===== config.mk =====
export PLATFORM = sky130hd
export DESIGN_NAME = booth_divider_flat
export DESIGN_NICKNAME = d
export VERILOG_FILES = /design/src/rtl/booth_div_pkg.sv /design/src/rtl/booth_divider_if.sv /design/src/rtl/booth_divider_div_step.sv /design/src/rtl/booth_divider.sv /design/src/flat_wrapper.sv
export SDC_FILE = /design/constraint.sdc
export NUM_CORES = 1
export LEC_CHECK = 0
export ABC_AREA = 1
export CELL_PAD_IN_SITES_DETAIL_PLACEMENT = 1
export CELL_PAD_IN_SITES_GLOBAL_PLACEMENT = 2
export CORE_ASPECT_RATIO = 1.75
export CORE_MARGIN = 1
export CORE_UTILIZATION = 32
export CTS_CLUSTER_SIZE = 20
export DETAILED_ROUTE_END_ITERATION = 6
export PLACE_DENSITY = 0.78
export SKIP_CTS_REPAIR_TIMING = 1
export SYNTH_ARGS = -nofsm -noshare
export SYNTH_HDL_FRONTEND = slang
export SYNTH_SLANG_ARGS = --single-unit

===== constraint.sdc =====
create_clock -name clk -period 2.2 [get_ports clk]
set_input_delay 0.44 -clock clk [delete_from_list [all_inputs] [get_ports clk]]
set_output_delay 0.44 -clock clk [all_outputs]
set_load 0.02 [all_outputs]

===== src/rtl/booth_div_pkg.sv =====
// Shared widths and state encoding for the sequential signed divider.
package booth_div_pkg;
    localparam int DIV_N = 4;
    localparam int QW    = 2 * DIV_N;
    localparam int RW    = DIV_N + 1;
    localparam int CW    = $clog2(2 * DIV_N) + 1;

    typedef enum logic [1:0] {
        IDLE = 2'd0,
        RUN  = 2'd1,
        FIX  = 2'd2
    } state_t;
endpackage


===== src/rtl/booth_divider_if.sv =====
// Request/result bundle between a requester and booth_divider.
interface booth_divider_if;
    import booth_div_pkg::*;

    logic                start;
    logic [QW-1:0]       dividend;
    logic [DIV_N-1:0]    divisor;
    logic [QW-1:0]       quotient;
    logic [DIV_N-1:0]    remainder;
    logic                busy;
    logic                done;
    logic                dbz;
    logic                ovf;

    modport master (
        output start, dividend, divisor,
        input  quotient, remainder, busy, done, dbz, ovf
    );
    modport slave (
        input  start, dividend, divisor,
        output quotient, remainder, busy, done, dbz, ovf
    );
endinterface


===== src/rtl/booth_divider_div_step.sv =====
// One restoring shift-subtract step on magnitudes: next partial remainder and quotient bit.
module div_step
    import booth_div_pkg::*;
(
    input  logic [RW-1:0]    r,
    input  logic             q_msb,
    input  logic [DIV_N-1:0] d,
    output logic [RW-1:0]    r_next,
    output logic             q_bit
);
    logic [RW-1:0] sh;
    logic [RW-1:0] diff;

    assign sh     = {r[DIV_N-1:0], q_msb};
    assign diff   = sh - {1'b0, d};
    // Compare on the full shifted value so a stray top bit of r can never be lost.
    assign q_bit  = ({r, q_msb} >= {2'b00, d});
    assign r_next = q_bit ? diff : sh;
endmodule


===== src/rtl/booth_divider.sv =====
// Sequential signed divider: 2N/N restoring division on magnitudes, one bit per clock, then sign fix.
module booth_divider
    import booth_div_pkg::*;
(
    input  logic            clk,
    input  logic            rst_n,
    booth_divider_if.slave  bus
);
    state_t            state;
    logic [QW-1:0]     q;
    logic [RW-1:0]     r;
    logic [DIV_N-1:0]  d;
    logic [CW-1:0]     cnt;
    logic              sign_q, sign_r, dbz_p, ovf_p;

    logic [QW-1:0]     quotient, dvd_mag;
    logic [DIV_N-1:0]  remainder, dvs_mag;
    logic              busy, done, dbz, ovf;
    logic [QW:0]       dvd_ext;
    logic [DIV_N:0]    dvs_ext;
    logic [RW-1:0]     r_next;
    logic              q_bit;

    // One extra bit so |-2^(2N-1)| and |-2^(N-1)| are representable before narrowing.
    assign dvd_ext = {bus.dividend[QW-1], bus.dividend};
    assign dvs_ext = {bus.divisor[DIV_N-1], bus.divisor};
    assign dvd_mag = dvd_ext[QW]    ? QW'(-dvd_ext)    : QW'(dvd_ext);
    assign dvs_mag = dvs_ext[DIV_N] ? DIV_N'(-dvs_ext) : DIV_N'(dvs_ext);

    div_step u_step (
        .r      (r),
        .q_msb  (q[QW-1]),
        .d      (d),
        .r_next (r_next),
        .q_bit  (q_bit)
    );

    always_ff @(posedge clk or negedge rst_n) begin
        if (!rst_n) begin
            state     <= IDLE;
            q         <= '0;
            r         <= '0;
            d         <= '0;
            cnt       <= '0;
            sign_q    <= 1'b0;
            sign_r    <= 1'b0;
            dbz_p     <= 1'b0;
            ovf_p     <= 1'b0;
            quotient  <= '0;
            remainder <= '0;
            busy      <= 1'b0;
            done      <= 1'b0;
            dbz       <= 1'b0;
            ovf       <= 1'b0;
        end else begin
            done <= 1'b0;
            case (state)
                IDLE: begin
                    if (bus.start) begin
                        q      <= dvd_mag;
                        d      <= dvs_mag;
                        r      <= '0;
                        sign_q <= bus.dividend[QW-1] ^ bus.divisor[DIV_N-1];
                        sign_r <= bus.dividend[QW-1];
                        cnt    <= CW'(QW);
                        busy   <= 1'b1;
                        dbz_p  <= (bus.divisor == '0);
                        ovf_p  <= (bus.dividend == {1'b1, {(QW-1){1'b0}}}) &&
                                  (bus.divisor == '1);
                        state  <= (bus.divisor == '0) ? FIX : RUN;
                    end
                end
                RUN: begin
                    q   <= {q[QW-2:0], q_bit};
                    r   <= r_next;
                    cnt <= cnt - CW'(1);
                    if (cnt == CW'(1))
                        state <= FIX;
                end
                FIX: begin
                    if (dbz_p) begin
                        quotient  <= '0;
                        remainder <= '0;
                    end else begin
                        quotient  <= sign_q ? -q : q;
                        remainder <= sign_r ? -r[DIV_N-1:0] : r[DIV_N-1:0];
                    end
                    busy  <= 1'b0;
                    done  <= 1'b1;
                    dbz   <= dbz_p;
                    ovf   <= ovf_p;
                    state <= IDLE;
                end
                default: state <= IDLE;
            endcase
        end
    end

    assign bus.quotient  = quotient;
    assign bus.remainder = remainder;
    assign bus.busy      = busy;
    assign bus.done      = done;
    assign bus.dbz       = dbz;
    assign bus.ovf       = ovf;
endmodule


===== src/flat_wrapper.sv =====
// flat-port wrapper written by rule: the top's interface ports become plain ports
module booth_divider_flat import booth_div_pkg::*;
  (clk, rst_n, bus_start, bus_dividend, bus_divisor, bus_quotient, bus_remainder, bus_busy, bus_done, bus_dbz, bus_ovf);
  booth_divider_if bus_i ();
  input  logic clk;
  input  logic rst_n;
  input wire logic [$bits(bus_i.start)-1:0] bus_start;
  input wire logic [$bits(bus_i.dividend)-1:0] bus_dividend;
  input wire logic [$bits(bus_i.divisor)-1:0] bus_divisor;
  output wire logic [$bits(bus_i.quotient)-1:0] bus_quotient;
  output wire logic [$bits(bus_i.remainder)-1:0] bus_remainder;
  output wire logic [$bits(bus_i.busy)-1:0] bus_busy;
  output wire logic [$bits(bus_i.done)-1:0] bus_done;
  output wire logic [$bits(bus_i.dbz)-1:0] bus_dbz;
  output wire logic [$bits(bus_i.ovf)-1:0] bus_ovf;
  assign bus_i.start = bus_start;
  assign bus_i.dividend = bus_dividend;
  assign bus_i.divisor = bus_divisor;
  assign bus_quotient = bus_i.quotient;
  assign bus_remainder = bus_i.remainder;
  assign bus_busy = bus_i.busy;
  assign bus_done = bus_i.done;
  assign bus_dbz = bus_i.dbz;
  assign bus_ovf = bus_i.ovf;
  booth_divider u_core (.clk(clk), .rst_n(rst_n), .bus(bus_i));
endmodule

# Word level (Yosys, flattened, before mapping)
# Cells that the tools add are included.
[totals]
register_bits = 43
word_cells = 59
output_inout_bits = 16
[classes]
n_addsub = 6
magnitude_cmp = 1
n_reduce_logical = 9
muxes = 20
bitwise_logic = 1
eq_ne = 7
[ops]
columns = ["op", "n"]
rows = [
  ["$mux W8", 4],
  ["$mux W4", 4],
  ["$neg A8 Y8", 2],
  ["$pmux W8 S2", 1],
  ["$mux W5", 2],
  ["$pmux W5 S2", 1],
  ["$eq A8 B8 Y1 const B", 1],
  ["$neg A4 Y4", 2],
  ["$pmux W4 S2", 1],
  ["$reduce_and A2 Y1", 4],
  ["$ge A6 B4 Y1", 1],
  ["$mux W2", 3],
  ["$sub A5 B4 Y5", 1],
  ["$eq A4 B1 Y1 const B", 1],
  ["$eq A4 B4 Y1 const B", 1],
  ["$logic_not A4 Y1", 1],
  ["$pmux W2 S2", 1],
  ["$reduce_bool A2 Y1", 2],
  ["$sub A4 B1 Y4 const B", 1],
  ["$eq A2 B1 Y1 const B", 1],
  ["$eq A2 B2 Y1 const B", 1],
  ["$logic_not A2 Y1", 1],
  ["$mux W1", 2],
  ["$ne A2 B1 Y1 const B", 1],
  ["4 further kinds", 4],
]

# Logic depth before layout (Yosys ltp)
[logic_depth]
depth_word = 4
mapped_depth = 12
mapped_depth_nobuf = 12

# Cells and area by module
# Synthesis repeated with hierarchy kept, for this count alone.
[hier_totals]
cells_unflattened = 321
area_unflattened_um2 = 2568.7
[modules_own_cells]
columns = ["mod", "seq_area_each_um2", "area_each_um2", "n_inst", "cells_per_inst"]
rows = [
  ["booth_divider", 1076.0, 2283.4, 1, 276],
  ["div_step", 0.0, 285.3, 1, 45],
]

# Least setup slack after synthesis
# No wires, ideal clock.
[synth_path]
path_type = "reg2reg"
from = "reg u_core.q[7]"
to = "reg u_core.q[0]"
path_buffers = 0
synth_period_minus_slack_ns = 1.802
arrival_time_ns = 1.664
path_stages_with_launch = 11
slack_ns = 0.398
setup_ns = 0.138
cell_sequence = "dfrtp_1 > inv_1 > ha_1 > inv_1 > fa_1 > inv_1 > nor2_1 > nor2_2 > nand2_2 > nand2_1 > o221ai_1"
[synth_between]
elab_chain_cells = 2
[synth_rtl]
columns = ["element", "line", "rtl"]
rows = [
  ["start: declaration", "booth_divider.sv:10", "logic [QW-1:0] q;"],
  ["start signal: assignment", "booth_divider.sv:60", "q <= dvd_mag;"],
  ["start signal: assignment", "booth_divider.sv:74", "q <= {q[QW-2:0], q_bit};"],
  ["$ge A6 B4 Y1", "booth_divider_div_step.sv:17", "assign q_bit = ({r, q_msb} >= {2'b00, d});"],
  ["$pmux W8 S2", "booth_divider.sv:57", "case (state)"],
]
# No other way between the ends.
# A chain may end at the register's enable or synchronous reset.

# Worst setup path in the final report
[layout_path]
from = "reg u_core.q[7]"
to = "reg u_core.r[2]"
[layout_between]
elab_chain_cells = 3
[layout_rtl]
columns = ["element", "line", "rtl"]
rows = [
  ["$sub A5 B4 Y5 or $ge A6 B4 Y1 (tied branches)", "booth_divider_div_step.sv:15, booth_divider_div_step.sv:17", ""],
  ["$mux W5 (*)", "booth_divider_div_step.sv:18", "assign r_next = q_bit ? diff : sh;"],
  ["$pmux W5 S2 (*)", "booth_divider.sv:57", ""],
  ["end signal: assignment", "booth_divider.sv:75", "r <= r_next;"],
  ["end: declaration", "booth_divider.sv:11", "logic [RW-1:0] r;"],
]
# Every way passes the cells marked *; elsewhere a longest branch is shown, timed or not.

==> summary.md <==
| Metric | Value |
|---|---|
| Post-route DRC | `0` |
| Ys Warns | `0` |
| Clock skew | `~5 ps` |
| DR iter-0 viols | `72` |
| Slew Viols, Final | `0` |
| Routed Antenna Nets | `0` |
| Final WS setup | `between 200 and 250 ps` |
| Arrival time worst endpoint | `between 2000 and 2500 ps` |
| Num Clock Sinks | `between 40 and 50` |
| Post-synth EDFFs | `0` |
| Vias in the first global route | `roughly 2200` |
| Area contributors post-synth | `dfrtp_1 44%, nand2_1 11%, inv_1 6.4%` |
| Fin Hold WS | `141 ps` |
| Reg2reg setup slack | `230 ps` |
| Total GRT Usage | `0.189` |
| Main synth FF type | `dfrtp_1` |
| Reg clk slew, reported paths | `roughly 60 ps` |
| DR vias/cell | `4.96` |
| Fmax | `between 500 and 600 MHz` |
| Global-route wire length before repair | `about 11 mm` |
| Startpoint types | `flip-flop` |
| Core box area | `0.00728 sq mm` |
| Routed vias | `2103` |
| Register area | `0.00108 sq mm` |
| Leading area contributor after synthesis | `dfrtp_1` |
| Crit Path Class | `reg2reg` |
| Final HPWL DP | `5.06 mm` |
| Reg2Reg Capture Point | `u_core.r[2]$_DFFE_PN0P_` |
| Most common cell in the netlist | `nand2_1` |
| Sequential element share of the synthesized area | `0.445` |
| Synth Instances | `slightly above 300` |
| RSZ-0062 raised after global routing | `false` |
| Routed len/inst | `between 15 and 20 microns` |
| Diode count | `0` |
| Ys async rst share | `1.00` |
| Area Growth Syn to Fin | `22.6%` |
| VDD IR max | `between 0.4 and 0.5 mV` |
| Worst rel slew slack | `0.623` |
| Hold Vio Cnt, Final | `0` |
| Leakage | `approximately 1.4 nW` |
| Final nets | `364` |
| Top cell type's share of synthesized area | `0.445` |
| Worst r2r path cells | `11` |
| Drt pass-1 iters | `4` |
| Fin crit period | `about 2000 ps` |
| PwrDens | `about 1500 mW/mm^2` |
| Die width | `67.7 microns` |
| Nature of the critical path endpoint | `flip-flop` |
| Initial antenna violation count | `0` |
| Number of fill cells | `905` |
| Max capacitance violation total | `0` |
| CP required | `around 2400 ps` |
| Die area | `slightly below 0.008 sq mm` |
| Worst Path Max Fanout | `7` |
| RR Startpoint | `u_core.q[7]$_DFFE_PN0P_` |
| Initial Util | `0.332` |
| H-tree Lvls | `2` |
| Die Y | `around 120 microns` |
| Setup violations, final | `0` |
| CTS Root Buffer Type | `clkbuf_16` |
| Largest net degree at the start of global routing | `24` |
| CTS tree | `built` |
| Final Wtd Congestion | `about 0.80` |
| GR Overflow Total | `0` |
| Worst skew pair latency | `a little under 300 ps` |
| Dpl ws | `around 150 ps` |
| # rows | `41` |
| Fin crit share | `0.897` |
| Num CTS Buffers | `5` |
| Synth top cells by count | `73 x nand2_1, 43 x dfrtp_1, 41 x inv_1` |
| Yosys cell types | `33` |
| Setup TNS | `0 ps` |
| Status | `complete, no violations` |
| Netlist Area Pre-Place | `approximately 0.0024 sq mm` |
| Worst Tran Pin Value | `566 ps` |
| Clock buffer depth | `2` |
| Multi-input combinational cell area | `approximately 0.0011 sq mm` |
| Routed WL | `6.43 mm` |
| I/O pin count | `31` |
| PortBufs | `30` |
| Syn_nets | `329` |
| Hold Crit Class | `in2async` |
| Synthesized area per cell | `8.01 sq um` |
| Layout cells sized above 1 | `0.0710` |
| #FFs+latches synth | `43` |
-- through the flow --
step / power, W / cells / area, sq um / util
finish: 0.00441 / 424 / 2970 / 0.407
global route: 0.00486 / 424 / 2970 / 0.407
CTS: 0.00447 / 424 / 2960 / 0.407
detailed placement: 0.00372 / 416 / 2820 / 0.388
global placement: 0.00365 / 416 / 2820 / 0.388
floorplan: 0.00299 / 302 / 2420 / -
-- routing by layer --
layer / vias to the layer above / global-route usage / wire (microns) / part of all wire
met5: - / 0 / 0 / 0
met4: 0 / 0.0809 / 184 / 0.029
met3: 14 / 0.0388 / 171 / 0.027
met2: 42 / 0.339 / 3450 / 0.54
met1: 993 / 0.209 / 2620 / 0.41
li1: 1054 / - / - / -
-- critical path, stage by stage, from the launching register on --
cell	delay, ps
dfrtp_1	400
inv_1	110
ha_1	150
inv_1	70
fa_1	460
inv_1	80
nor2_1	70
nor2_4	180
nand2_2	110
o21ai_0	110
nand3_1	90
nand2_1	80
-- layout by cell type (no fill, tap or decap), types with 2 or more instances in the layout --
cell type / n
o221ai_1: 3
o21ai_0: 26
xor2_1: 3
o22ai_1: 3
dfrtp_1: 43
a21oi_1: 12
clkbuf_1: 2
or2_1: 2
o211ai_1: 4
nor2_4: 2
nand2_1: 73
nand4_1: 2
nand2_4: 2
nor2_1: 20
buf_4: 4
inv_2: 2
clkbuf_16: 5
o21ai_1: 4
a22oi_1: 3
ha_1: 11
nand3_1: 26
inv_1: 41
clkdlybuf4s50_1: 29
nand2_2: 2
xnor2_1: 2
-- state kept, by name (all words and copies together) (netlist names), 2 cells and up --
signal,cells
u_core.state,2
u_core.bus.remainder,4
u_core.q,8
u_core.r,5
u_core.cnt,4
u_core.d,4
u_core.bus.quotient,8
-- worst max-delay path by stage --
stage                            startpoint  slack [ps]                      end  depth (start not counted)
floorplan           u_core.q[7]$_DFFE_PN0P_         400  u_core.q[0]$_DFFE_PN0P_                         10
global placement    u_core.q[7]$_DFFE_PN0P_         220  u_core.q[0]$_DFFE_PN0P_                         10
detailed placement  u_core.q[7]$_DFFE_PN0P_         150  u_core.r[2]$_DFFE_PN0P_                         11
CTS                 u_core.q[7]$_DFFE_PN0P_         120  u_core.r[2]$_DFFE_PN0P_                         11
global route        u_core.q[7]$_DFFE_PN0P_          40  u_core.r[2]$_DFFE_PN0P_                         11
finish              u_core.q[7]$_DFFE_PN0P_         230  u_core.r[2]$_DFFE_PN0P_                         11
-- kinds of logic after synthesis --
group / after synthesis / share of synthesized area
compound gates: 59 / 0.143
buf+inv: 50 / 0.0869
fa+ha+maj: 12 / 0.0651
flops: 43 / 0.445
xor+xnor: 5 / 0.0181
simple gates: 133 / 0.242
-- final cells by class --
cell class                      count  share of cell area
Inverter                           43              0.0544
Sequential cell                    43               0.363
Clock buffer                        7              0.0447
Clock inverter                      1             0.00169
Timing Repair Buffer               35               0.116
Multi-Input combinational cell    209               0.384
Tap cell                           86              0.0363
-- report_power, final --
part	switching (W)	total [W]	internal (W)
sequential	0.000282	0.00142	0.00114
clock	0.000306	0.000726	0.000420
combinational	0.00138	0.00226	0.000884
Note: power is estimated with default switching activity, not from simulation.
